[src/rtl/id_ex_stage_reg_pkg.sv]
`default_nettype none
// ============================================================================
// Module   : id_ex_stage_reg_pkg
// Purpose  : Shared decode constants and the ID/EX control bundle type.
// Revision : 1.0 - initial release
// ============================================================================
package id_ex_stage_reg_pkg;

  // ALU op classes produced by decode
  localparam logic [1:0] ALUOP_ADD = 2'b00;
  localparam logic [1:0] ALUOP_BR  = 2'b01;
  localparam logic [1:0] ALUOP_R   = 2'b10;

  localparam int CTRL_W = 8;

  // Control bundle carried from ID into EX (CTRL_W bits wide)
  typedef struct packed {
    logic       regWrite;
    logic       memRead;
    logic       memWrite;
    logic       memToReg;
    logic       aluSrc;
    logic       branch;
    logic [1:0] aluOp;
  } ctrl_t;

  // All-zero control word: a bubble has no architectural side effects
  localparam ctrl_t BUBBLE_CTRL = '0;

endpackage
`default_nettype wire

[src/rtl/id_ex_stage_reg_if.sv]
`default_nettype none
// ============================================================================
// Module   : id_ex_stage_reg_if
// Purpose  : ID-side inputs, EX-side outputs and hazard/perf views of the
//            ID/EX pipeline register.
// Revision : 1.0 - initial release
// ============================================================================
interface id_ex_stage_reg_if #(
  parameter int XLEN  = 32,
  parameter int CNT_W = 16
);
  // pipeline control
  logic             flush;
  logic             hold;
  logic             control_select;
  // ID side
  logic             id_valid;
  logic             id_regWrite, id_memRead, id_memWrite, id_memToReg, id_aluSrc, id_branch;
  logic [1:0]       id_aluOp;
  logic [2:0]       id_funct3;
  logic             id_funct7b5;
  logic [XLEN-1:0]  id_pc, id_rs1_data, id_rs2_data, id_imm;
  logic [4:0]       id_rs1, id_rs2, id_rd;
  // EX side
  logic             ex_valid;
  logic             ex_regWrite, ex_memRead, ex_memWrite, ex_memToReg, ex_aluSrc, ex_branch;
  logic [1:0]       ex_aluOp;
  logic [2:0]       ex_funct3;
  logic             ex_funct7b5;
  logic [XLEN-1:0]  ex_pc, ex_rs1_data, ex_rs2_data, ex_imm;
  logic [4:0]       ex_rs1, ex_rs2, ex_rd;
  // hazard-unit view and performance counters
  logic             id_ex_memRead;
  logic [4:0]       id_ex_rd;
  logic [CNT_W-1:0] bubble_count;
  logic [CNT_W-1:0] flush_count;

  modport master (
    output flush, hold, control_select, id_valid,
           id_regWrite, id_memRead, id_memWrite, id_memToReg, id_aluSrc, id_branch,
           id_aluOp, id_funct3, id_funct7b5, id_pc, id_rs1_data, id_rs2_data, id_imm,
           id_rs1, id_rs2, id_rd,
    input  ex_valid, ex_regWrite, ex_memRead, ex_memWrite, ex_memToReg, ex_aluSrc,
           ex_branch, ex_aluOp, ex_funct3, ex_funct7b5, ex_pc, ex_rs1_data, ex_rs2_data,
           ex_imm, ex_rs1, ex_rs2, ex_rd, id_ex_memRead, id_ex_rd, bubble_count, flush_count
  );

  modport slave (
    input  flush, hold, control_select, id_valid,
           id_regWrite, id_memRead, id_memWrite, id_memToReg, id_aluSrc, id_branch,
           id_aluOp, id_funct3, id_funct7b5, id_pc, id_rs1_data, id_rs2_data, id_imm,
           id_rs1, id_rs2, id_rd,
    output ex_valid, ex_regWrite, ex_memRead, ex_memWrite, ex_memToReg, ex_aluSrc,
           ex_branch, ex_aluOp, ex_funct3, ex_funct7b5, ex_pc, ex_rs1_data, ex_rs2_data,
           ex_imm, ex_rs1, ex_rs2, ex_rd, id_ex_memRead, id_ex_rd, bubble_count, flush_count
  );
endinterface
`default_nettype wire

[src/rtl/id_ex_stage_reg_sat_counter.sv]
`default_nettype none
// ============================================================================
// Module   : sat_counter
// Purpose  : Event counter that sticks at all-ones instead of wrapping.
// Revision : 1.0 - initial release
// ============================================================================
module sat_counter #(
  parameter int CNT_W = 16
) (
  input  wire logic             clk,
  input  wire logic             reset,
  input  wire logic             inc,
  output logic      [CNT_W-1:0] count
);
  import id_ex_stage_reg_pkg::*;

  logic [CNT_W-1:0] r_count;

  // Count events, holding at the maximum value once reached
  always_ff @(posedge clk or posedge reset) begin
    if (reset) begin
      r_count <= '0;
    end else if (inc && (r_count != {CNT_W{1'b1}})) begin
      r_count <= r_count + 1'b1;
    end
  end

  assign count = r_count;

endmodule
`default_nettype wire

[src/rtl/id_ex_stage_reg.sv]
`default_nettype none
// ============================================================================
// Module   : id_ex_stage_reg
// Purpose  : ID/EX pipeline register with bubble/flush insertion, stall hold
//            and saturating bubble/flush event counters.
// Revision : 1.0 - initial release
// ============================================================================
module id_ex_stage_reg #(
  parameter int XLEN  = 32,
  parameter int CNT_W = 16
) (
  input  wire logic        clk,
  input  wire logic        reset,
  id_ex_stage_reg_if.slave bus
);
  import id_ex_stage_reg_pkg::*;

  ctrl_t           w_id_ctrl;
  logic            w_load;
  logic            w_kill;
  logic            w_bubble_inc;

  ctrl_t           r_ctrl;
  logic            r_valid;
  logic [2:0]      r_funct3;
  logic            r_funct7b5;
  logic [XLEN-1:0] r_pc, r_rs1_data, r_rs2_data, r_imm;
  logic [4:0]      r_rs1, r_rs2, r_rd;

  assign w_id_ctrl = {bus.id_regWrite, bus.id_memRead, bus.id_memWrite, bus.id_memToReg,
                      bus.id_aluSrc, bus.id_branch, bus.id_aluOp};

  // Flush overrides a stall; otherwise a stall freezes the stage
  assign w_load       = bus.flush | ~bus.hold;
  // Flush and hazard bubble both squash controls and rd so nothing retires
  assign w_kill       = bus.flush | ~bus.control_select;
  // A bubble counts only when it is actually written and not superseded by flush
  assign w_bubble_inc = ~bus.flush & ~bus.hold & ~bus.control_select;

  // Stage register: data always follows ID on a write, controls squashed on kill
  always_ff @(posedge clk or posedge reset) begin
    if (reset) begin
      r_ctrl     <= BUBBLE_CTRL;
      r_valid    <= 1'b0;
      r_funct3   <= '0;
      r_funct7b5 <= 1'b0;
      r_pc       <= '0;
      r_rs1_data <= '0;
      r_rs2_data <= '0;
      r_imm      <= '0;
      r_rs1      <= '0;
      r_rs2      <= '0;
      r_rd       <= '0;
    end else if (w_load) begin
      r_funct3   <= bus.id_funct3;
      r_funct7b5 <= bus.id_funct7b5;
      r_pc       <= bus.id_pc;
      r_rs1_data <= bus.id_rs1_data;
      r_rs2_data <= bus.id_rs2_data;
      r_imm      <= bus.id_imm;
      r_rs1      <= bus.id_rs1;
      r_rs2      <= bus.id_rs2;
      if (w_kill) begin
        r_ctrl  <= BUBBLE_CTRL;
        r_valid <= 1'b0;
        r_rd    <= '0;
      end else begin
        r_ctrl  <= w_id_ctrl;
        r_valid <= bus.id_valid;
        r_rd    <= bus.id_rd;
      end
    end
  end

  assign bus.ex_valid      = r_valid;
  assign bus.ex_regWrite   = r_ctrl.regWrite;
  assign bus.ex_memRead    = r_ctrl.memRead;
  assign bus.ex_memWrite   = r_ctrl.memWrite;
  assign bus.ex_memToReg   = r_ctrl.memToReg;
  assign bus.ex_aluSrc     = r_ctrl.aluSrc;
  assign bus.ex_branch     = r_ctrl.branch;
  assign bus.ex_aluOp      = r_ctrl.aluOp;
  assign bus.ex_funct3     = r_funct3;
  assign bus.ex_funct7b5   = r_funct7b5;
  assign bus.ex_pc         = r_pc;
  assign bus.ex_rs1_data   = r_rs1_data;
  assign bus.ex_rs2_data   = r_rs2_data;
  assign bus.ex_imm        = r_imm;
  assign bus.ex_rs1        = r_rs1;
  assign bus.ex_rs2        = r_rs2;
  assign bus.ex_rd         = r_rd;
  assign bus.id_ex_memRead = r_ctrl.memRead;
  assign bus.id_ex_rd      = r_rd;

  sat_counter #(.CNT_W(CNT_W)) u_bubble_cnt (
    .clk   (clk),
    .reset (reset),
    .inc   (w_bubble_inc),
    .count (bus.bubble_count)
  );

  sat_counter #(.CNT_W(CNT_W)) u_flush_cnt (
    .clk   (clk),
    .reset (reset),
    .inc   (bus.flush),
    .count (bus.flush_count)
  );

endmodule
`default_nettype wire

[src/flat_wrapper.sv]
// flat-port wrapper written by rule: the top's interface ports become plain ports
module id_ex_stage_reg_flat import id_ex_stage_reg_pkg::*;
#(
  parameter int XLEN  = 32,
  parameter int CNT_W = 16
)
  (clk, reset, bus_flush, bus_hold, bus_control_select, bus_id_valid, bus_id_regWrite, bus_id_memRead, bus_id_memWrite, bus_id_memToReg, bus_id_aluSrc, bus_id_branch, bus_id_aluOp, bus_id_funct3, bus_id_funct7b5, bus_id_pc, bus_id_rs1_data, bus_id_rs2_data, bus_id_imm, bus_id_rs1, bus_id_rs2, bus_id_rd, bus_ex_valid, bus_ex_regWrite, bus_ex_memRead, bus_ex_memWrite, bus_ex_memToReg, bus_ex_aluSrc, bus_ex_branch, bus_ex_aluOp, bus_ex_funct3, bus_ex_funct7b5, bus_ex_pc, bus_ex_rs1_data, bus_ex_rs2_data, bus_ex_imm, bus_ex_rs1, bus_ex_rs2, bus_ex_rd, bus_id_ex_memRead, bus_id_ex_rd, bus_bubble_count, bus_flush_count);
  id_ex_stage_reg_if #(.XLEN(XLEN), .CNT_W(CNT_W)) bus_i ();
  input  wire logic clk;
  input  wire logic reset;
  input wire logic [$bits(bus_i.flush)-1:0] bus_flush;
  input wire logic [$bits(bus_i.hold)-1:0] bus_hold;
  input wire logic [$bits(bus_i.control_select)-1:0] bus_control_select;
  input wire logic [$bits(bus_i.id_valid)-1:0] bus_id_valid;
  input wire logic [$bits(bus_i.id_regWrite)-1:0] bus_id_regWrite;
  input wire logic [$bits(bus_i.id_memRead)-1:0] bus_id_memRead;
  input wire logic [$bits(bus_i.id_memWrite)-1:0] bus_id_memWrite;
  input wire logic [$bits(bus_i.id_memToReg)-1:0] bus_id_memToReg;
  input wire logic [$bits(bus_i.id_aluSrc)-1:0] bus_id_aluSrc;
  input wire logic [$bits(bus_i.id_branch)-1:0] bus_id_branch;
  input wire logic [$bits(bus_i.id_aluOp)-1:0] bus_id_aluOp;
  input wire logic [$bits(bus_i.id_funct3)-1:0] bus_id_funct3;
  input wire logic [$bits(bus_i.id_funct7b5)-1:0] bus_id_funct7b5;
  input wire logic [$bits(bus_i.id_pc)-1:0] bus_id_pc;
  input wire logic [$bits(bus_i.id_rs1_data)-1:0] bus_id_rs1_data;
  input wire logic [$bits(bus_i.id_rs2_data)-1:0] bus_id_rs2_data;
  input wire logic [$bits(bus_i.id_imm)-1:0] bus_id_imm;
  input wire logic [$bits(bus_i.id_rs1)-1:0] bus_id_rs1;
  input wire logic [$bits(bus_i.id_rs2)-1:0] bus_id_rs2;
  input wire logic [$bits(bus_i.id_rd)-1:0] bus_id_rd;
  output wire logic [$bits(bus_i.ex_valid)-1:0] bus_ex_valid;
  output wire logic [$bits(bus_i.ex_regWrite)-1:0] bus_ex_regWrite;
  output wire logic [$bits(bus_i.ex_memRead)-1:0] bus_ex_memRead;
  output wire logic [$bits(bus_i.ex_memWrite)-1:0] bus_ex_memWrite;
  output wire logic [$bits(bus_i.ex_memToReg)-1:0] bus_ex_memToReg;
  output wire logic [$bits(bus_i.ex_aluSrc)-1:0] bus_ex_aluSrc;
  output wire logic [$bits(bus_i.ex_branch)-1:0] bus_ex_branch;
  output wire logic [$bits(bus_i.ex_aluOp)-1:0] bus_ex_aluOp;
  output wire logic [$bits(bus_i.ex_funct3)-1:0] bus_ex_funct3;
  output wire logic [$bits(bus_i.ex_funct7b5)-1:0] bus_ex_funct7b5;
  output wire logic [$bits(bus_i.ex_pc)-1:0] bus_ex_pc;
  output wire logic [$bits(bus_i.ex_rs1_data)-1:0] bus_ex_rs1_data;
  output wire logic [$bits(bus_i.ex_rs2_data)-1:0] bus_ex_rs2_data;
  output wire logic [$bits(bus_i.ex_imm)-1:0] bus_ex_imm;
  output wire logic [$bits(bus_i.ex_rs1)-1:0] bus_ex_rs1;
  output wire logic [$bits(bus_i.ex_rs2)-1:0] bus_ex_rs2;
  output wire logic [$bits(bus_i.ex_rd)-1:0] bus_ex_rd;
  output wire logic [$bits(bus_i.id_ex_memRead)-1:0] bus_id_ex_memRead;
  output wire logic [$bits(bus_i.id_ex_rd)-1:0] bus_id_ex_rd;
  output wire logic [$bits(bus_i.bubble_count)-1:0] bus_bubble_count;
  output wire logic [$bits(bus_i.flush_count)-1:0] bus_flush_count;
  assign bus_i.flush = bus_flush;
  assign bus_i.hold = bus_hold;
  assign bus_i.control_select = bus_control_select;
  assign bus_i.id_valid = bus_id_valid;
  assign bus_i.id_regWrite = bus_id_regWrite;
  assign bus_i.id_memRead = bus_id_memRead;
  assign bus_i.id_memWrite = bus_id_memWrite;
  assign bus_i.id_memToReg = bus_id_memToReg;
  assign bus_i.id_aluSrc = bus_id_aluSrc;
  assign bus_i.id_branch = bus_id_branch;
  assign bus_i.id_aluOp = bus_id_aluOp;
  assign bus_i.id_funct3 = bus_id_funct3;
  assign bus_i.id_funct7b5 = bus_id_funct7b5;
  assign bus_i.id_pc = bus_id_pc;
  assign bus_i.id_rs1_data = bus_id_rs1_data;
  assign bus_i.id_rs2_data = bus_id_rs2_data;
  assign bus_i.id_imm = bus_id_imm;
  assign bus_i.id_rs1 = bus_id_rs1;
  assign bus_i.id_rs2 = bus_id_rs2;
  assign bus_i.id_rd = bus_id_rd;
  assign bus_ex_valid = bus_i.ex_valid;
  assign bus_ex_regWrite = bus_i.ex_regWrite;
  assign bus_ex_memRead = bus_i.ex_memRead;
  assign bus_ex_memWrite = bus_i.ex_memWrite;
  assign bus_ex_memToReg = bus_i.ex_memToReg;
  assign bus_ex_aluSrc = bus_i.ex_aluSrc;
  assign bus_ex_branch = bus_i.ex_branch;
  assign bus_ex_aluOp = bus_i.ex_aluOp;
  assign bus_ex_funct3 = bus_i.ex_funct3;
  assign bus_ex_funct7b5 = bus_i.ex_funct7b5;
  assign bus_ex_pc = bus_i.ex_pc;
  assign bus_ex_rs1_data = bus_i.ex_rs1_data;
  assign bus_ex_rs2_data = bus_i.ex_rs2_data;
  assign bus_ex_imm = bus_i.ex_imm;
  assign bus_ex_rs1 = bus_i.ex_rs1;
  assign bus_ex_rs2 = bus_i.ex_rs2;
  assign bus_ex_rd = bus_i.ex_rd;
  assign bus_id_ex_memRead = bus_i.id_ex_memRead;
  assign bus_id_ex_rd = bus_i.id_ex_rd;
  assign bus_bubble_count = bus_i.bubble_count;
  assign bus_flush_count = bus_i.flush_count;
  id_ex_stage_reg #(.XLEN(XLEN), .CNT_W(CNT_W)) u_core (.clk(clk), .reset(reset), .bus(bus_i));
endmodule
[config.mk]
export PLATFORM = sky130hd
export DESIGN_NAME = id_ex_stage_reg_flat
export DESIGN_NICKNAME = d
export VERILOG_FILES = /design/src/rtl/id_ex_stage_reg_pkg.sv /design/src/rtl/id_ex_stage_reg_if.sv /design/src/rtl/id_ex_stage_reg_sat_counter.sv /design/src/rtl/id_ex_stage_reg.sv /design/src/flat_wrapper.sv
export SDC_FILE = /design/constraint.sdc
export NUM_CORES = 1
export LEC_CHECK = 0
export ABC_AREA = 1
export CORE_MARGIN = 2
export CORE_UTILIZATION = 43
export CTS_CLUSTER_SIZE = 30
export DETAILED_ROUTE_END_ITERATION = 6
export PLACE_DENSITY_LB_ADDON = 0.1
export SYNTH_ARGS = -nofsm -noshare
export SYNTH_HDL_FRONTEND = slang
export SYNTH_HIERARCHICAL = 1
export SYNTH_SLANG_ARGS = --single-unit
[constraint.sdc]
create_clock -name clk -period 6.6 [get_ports clk]
set_input_delay 0.99 -clock clk [delete_from_list [all_inputs] [get_ports clk]]
set_output_delay 0.99 -clock clk [all_outputs]
set_load 0.01 [all_outputs]
* Word level (Yosys, flattened, before mapping) *
Cells that the tools add are included.

word-level totals
  register bits after elaboration = 188
  word-level logic and storage cells = 35
  output and inout bits = 194

operators by class
  muxes and demuxes = 3
  bitwise logic cells = 7
  add/subtract/negate cells = 2
  eq/ne operators = 2
  reduce and logical (&&, ||, !) cells = 2

operator list
  kind                   count
  $add 16x1->16 const B  2
  $ne 16x16->1 const B   2
  $mux 8                 1
  $mux 5                 1
  $not 1->1              3
  $and 1x1->1            2
  $logic_and 1x1->1      2
  $or 1x1->1             2
  $mux 1                 1

* Longest topological paths before layout *
  depth in word-level cells = 4
  mapped depth = 12
  gate-level depth less buffers = 9

* Hierarchy *
Netlist, hierarchy kept.

modules (own cells, without submodules)
  module           cells an instance  area each (um^2)  seq. area each (um^2)  times used
  id_ex_stage_reg  715                6,301.0           3,903.7                1
  sat_counter      150                1,069.8           400.4                  2

* Worst setup path after synthesis *
OpenSTA, ideal clock, no wires.

  path type = input to register
  from = input bus_hold
  to = register u_core.u_bubble_cnt.r_count[13] (netlist: u_core/u_bubble_cnt/count[13])
  stages on the path = 11
  path slack = 4.219 ns
  setup time = 0.113 ns
  arrival = 2.268 ns
  required time = 6.487 ns
  cells stage by stage = buf_2 -> buf_2 -> buf_2 -> nor3_1 -> inv_1 -> nor2_1 -> nand2_1 -> nor2_1 -> nand3_1 -> nand2_1 -> inv_1

between the ends
  cells in the longest elaborated chain, start to end = 4

RTL lines
  item                      line                               text
  start: declaration        flat_wrapper.sv:12                 input wire logic [$bits(bus_i.hold)-1:0] bus_hold;
  $not 1->1                 id_ex_stage_reg.sv:38              assign w_bubble_inc = ~bus.flush & ~bus.hold & ~bus.control_select;
  $and 1x1->1 (2 in a row)  id_ex_stage_reg.sv:38
  via u_core.w_bubble_inc   id_ex_stage_reg.sv:21              logic w_bubble_inc;
  $logic_and 1x1->1         id_ex_stage_reg_sat_counter.sv:23  end else if (inc && (r_count != {CNT_W{1'b1}})) begin
  end signal: assignment    id_ex_stage_reg_sat_counter.sv:24  r_count <= r_count + 1'b1;
  end: declaration          id_ex_stage_reg_sat_counter.sv:17  logic [CNT_W-1:0] r_count;

The timed path passes the listed nets, and every way through them passes these cells.
A chain may end at the register's enable or synchronous reset.

* Final worst setup path *
  from = input bus_flush
  to = register u_core.r_rs2_data[6] (netlist: u_core/bus.ex_rs2_data[6])

between the ends
  cells in the longest elaborated chain, start to end = 1

RTL lines
  item                    line                   text
  start: declaration      flat_wrapper.sv:11     input wire logic [$bits(bus_i.flush)-1:0] bus_flush;
  $or 1x1->1              id_ex_stage_reg.sv:34  assign w_load = bus.flush | ~bus.hold;
  end signal: assignment  id_ex_stage_reg.sv:59  r_rs2_data <= bus.id_rs2_data;
  end: declaration        id_ex_stage_reg.sv:27  logic [XLEN-1:0] r_pc, r_rs1_data, r_rs2_data, r_imm;

No other way between the ends.

==> run_results.csv <==
group,metric,value,unit
run_status,run_status,"finished, final reports clean",
clock_network,cts_num_sinks,188,
floorplan,die_width,144,um
logic_synthesis,net_count_synth,1178,
logic_synthesis,share_of_the_synthesized_area_in_the_top_cell_type,55.7,%
sta,timing.final.max_slew_violations,0,
floorplan,rows,51,
logic_synthesis,synth-async-reset-ratio,100,%
drt,drtAntennaViolNets,0,
drt,drtPass1Iterations,5,
clock_network,number_of_buffers_added_by_the_clock_tree_synthesis_step,17,
worst_setup_path,critical_path.max_stage_delay,0.81,ns
sta,hold_violations,0,
place,post_dp_hpwl,18.1,mm
worst_setup_path,critical_path_required,6.92,ns
logic_synthesis,ys_seq_elements,188,
sta,finalSetupViolations,0,
grt,grt_pass1_wl,39.4,mm
floorplan,io-pin-count,355,
pwr,ir_worst_vdd,0.182,mV
sta,tns,0,ns
worst_setup_path,arrival_time_at_the_worst_endpoint,3.74,ns
logic_synthesis,dominantRegCellSynth,"dfrtp_1",
clock_network,htree_levels,4,
worst_setup_path,critical_path_class,"input port to flip-flop",
worst_setup_path,critPathCaptureType,"flip-flop",
final_layout,layout.nets,1496,
floorplan,dieArea,0.0208,mm^2
logic_synthesis,netlist_top_cells_area,"dfrtp_1, nand2_1, nand3_1, buf_2, inv_1",
sta,slew_headroom,22.0,%
worst_setup_path,start_kind,"input port",
logic_synthesis,synth_area,0.00844,mm^2
logic_synthesis,post_synth_num_cell_types,21,
worst_setup_path,critical_path.max_fanout,101,
worst_setup_path,timing.reg2reg.worst_path_depth,8,
sta,max_slew.worst_pin.slew,1.17,ns
logic_synthesis,synth_edf_count,0,
floorplan,initial_utilization,43.7,%
grt,grt_overflow_total,0,
worst_setup_path,reg2reg_setup_slack,4.88,ns
drt,wire_per_inst,16.2,um
min_path,worstHoldPathType,"flip-flop to flip-flop",
final_layout,ratio_of_cells_with_drive_above_1_in_the_final_layout,6.09,%
worst_setup_path,crit_chain,"clkdlybuf4s50_1 > inv_4 > nand2_4 > buf_4 > nand2_1 > nand2_1",
clock_network,clkLatencyLatePin,0.43,ns
clock_network,tritoncts,"yes",
floorplan,die_height,144,um
sta,finalWorstPathRequiredPeriod,3.42,ns
sta,hold_slack,0.508,ns
sta,clock-skew-final,0.0114,ns
drt,avgViaCountPerCell,4.86,
clock_network,cts-resized-gates,0,
logic_synthesis,yosys.area.top_type,"dfrtp_1",
worst_setup_path,critical-path-top-cell-by-count,"nand2_1",
logic_synthesis,synth_seq_area_share,55.7,%
grt,grt_start_max_net_pins,102,
clock_network,clockBufferDepth,2,
logic_synthesis,syn-mean-instance-area,8.32,um^2
sta,final.period_utilization,51.8,%
pwr,p_leak,5.98,nW
clock_network,cts_setup_buffers,0,
pwr,power_per_cell_area,241,mW/mm^2
logic_synthesis,synthesis.yosys.warnings,6,
drt,via_count,7833,
place,port_buffers,354,
worst_setup_path,worst_path_max_delay_cell,"nand2_4",
clock_network,postCtsHoldBufs,0,
logic_synthesis,syn-instance-count,1015,
clock_network,cts.reportedPaths.clkPinSlew,0.07,ns
grt,first_global_vias,7226,
drt,drt_iter0_drc,457,
grt,antenna_found_initial,1,
floorplan,placeableCoreArea,0.0193,mm^2
clock_network,cts_root_buffer,"clkbuf_16",
sta,clock.fmax,293,MHz
grt,grt_usage,24.7,%
final_layout,synthToLayoutAreaGrowth,49.1,%
job,max-cap-violations,0,
drt,post-route-drc-count,0,
logic_synthesis,yosysMostFrequentCell,"nand2_1",
drt,wirelength,26.1,mm
min_path,hold-path-cell-count,2,
logic_synthesis,post_synth_most_frequent_cells,"nand2_1, dfrtp_1, nand3_1, inv_1, buf_2",
place,routabilityCongestion,0.834,
sta,rsz_0062_raised_after_global_routing,"no",
## through the flow
stage                     utilization (%)  power [W]  worst slack (ns)  cells  cell area, um^2
after floorplan                         -    0.00166              1.40   1015             8440
after global placement               62.1    0.00204              2.76   1579            12000
after detailed placement             62.1    0.00206              2.72   1579            12000
after CTS                            65.1    0.00306              3.17   1611            12600
after global routing                 65.1    0.00318              2.97   1612            12600
final                                65.1    0.00303              3.18   1612            12600
## layout by cell type (no fill, tap or decap), drive strengths merged
master,netlist,layout
inv,48,56
xor2,4,4
clkbuf,8,19
clkdlybuf4s50,0,353
ha,2,2
diode,0,1
nand4,10,10
clkinv,0,4
o21ai,20,20
nand3b,4,4
nor2,45,45
clkinvlp,0,1
nor3,1,1
nand2,455,455
xnor2,4,4
buf,52,6
dfrtp,188,188
nand3,174,174
## cell families (layout without fill, tap and decap cells)
logic type / after synthesis / after routing / synth area share, %
buf+inv: 108 / 439 / 6.26
fa+ha+maj: 2 / 2 / 0.296
other cells: 0 / 1 / 0
simple gates: 689 / 689 / 35.2
xor+xnor: 8 / 8 / 0.830
flops: 188 / 188 / 55.7
compound gates: 20 / 20 / 1.72
## routing by layer
| metal | up-vias | global-route usage, % | share of wire, % |
|---|---|---|---|
| met5 | - | 0 | 0 |
| met4 | 0 | 9.29 | 3.0 |
| met3 | 42 | 7.95 | 7.8 |
| met2 | 279 | 39.2 | 48 |
| met1 | 3682 | 31.6 | 41 |
| li1 | 3830 | - | - |
## cell type report
| type | count | area, um^2 |
|---|---|---|
| clock buffer | 19 | 443 |
| sequential | 188 | 4700 |
| fill | 1650 | 6750 |
| multi-input combinational | 719 | 3210 |
| timing repair buffer | 359 | 3580 |
| tap | 265 | 332 |
| antenna | 1 | 2.50 |
| clock inverter | 13 | 124 |
| inverter | 48 | 188 |
## sequential cells by signal, summed over array words and instances (netlist names), 2 cells and up
name / flops
u_core/u_bubble_cnt/count: 16
u_core/bus.ex_rd: 5
u_core/u_flush_cnt/count: 16
u_core/bus.ex_pc: 32
u_core/bus.ex_rs1_data: 32
u_core/bus.ex_rs2_data: 32
u_core/bus.ex_aluOp: 2
u_core/bus.ex_rs2: 5
u_core/bus.ex_funct3: 3
u_core/bus.ex_imm: 32
u_core/bus.ex_rs1: 5
## worst paths after layout
path                                              start                      endpoint
setup / recovery                              bus_flush     u_core/bus.ex_rs2_data[6]
hold / removal               u_core/bus.ex_rs2_data[10]    u_core/bus.ex_rs2_data[10]
setup reg to reg           u_core/u_bubble_cnt/count[0]  u_core/u_bubble_cnt/count[5]
hold reg to reg              u_core/bus.ex_rs2_data[10]    u_core/bus.ex_rs2_data[10]
max in group asynchronous                         reset          u_core/bus.ex_branch
min in group asynchronous                         reset          u_core/bus.ex_pc[15]
## worst max-delay path, delay by kind of cell
family        cells  cell delay, ns
buf+inv           3            1.65
simple gates      3            1.00
## report_power, final
group / total [W] / leakage, nW / switching [W] / internal, W
combinational: 0.000672 / 3.40 / 0.000317 / 0.000355
clock: 0.000996 / 0.278 / 0.000486 / 0.000511
sequential: 0.00136 / 2.30 / 0.0000983 / 0.00126
No activity file was read; power rests on OpenSTA's default activity.
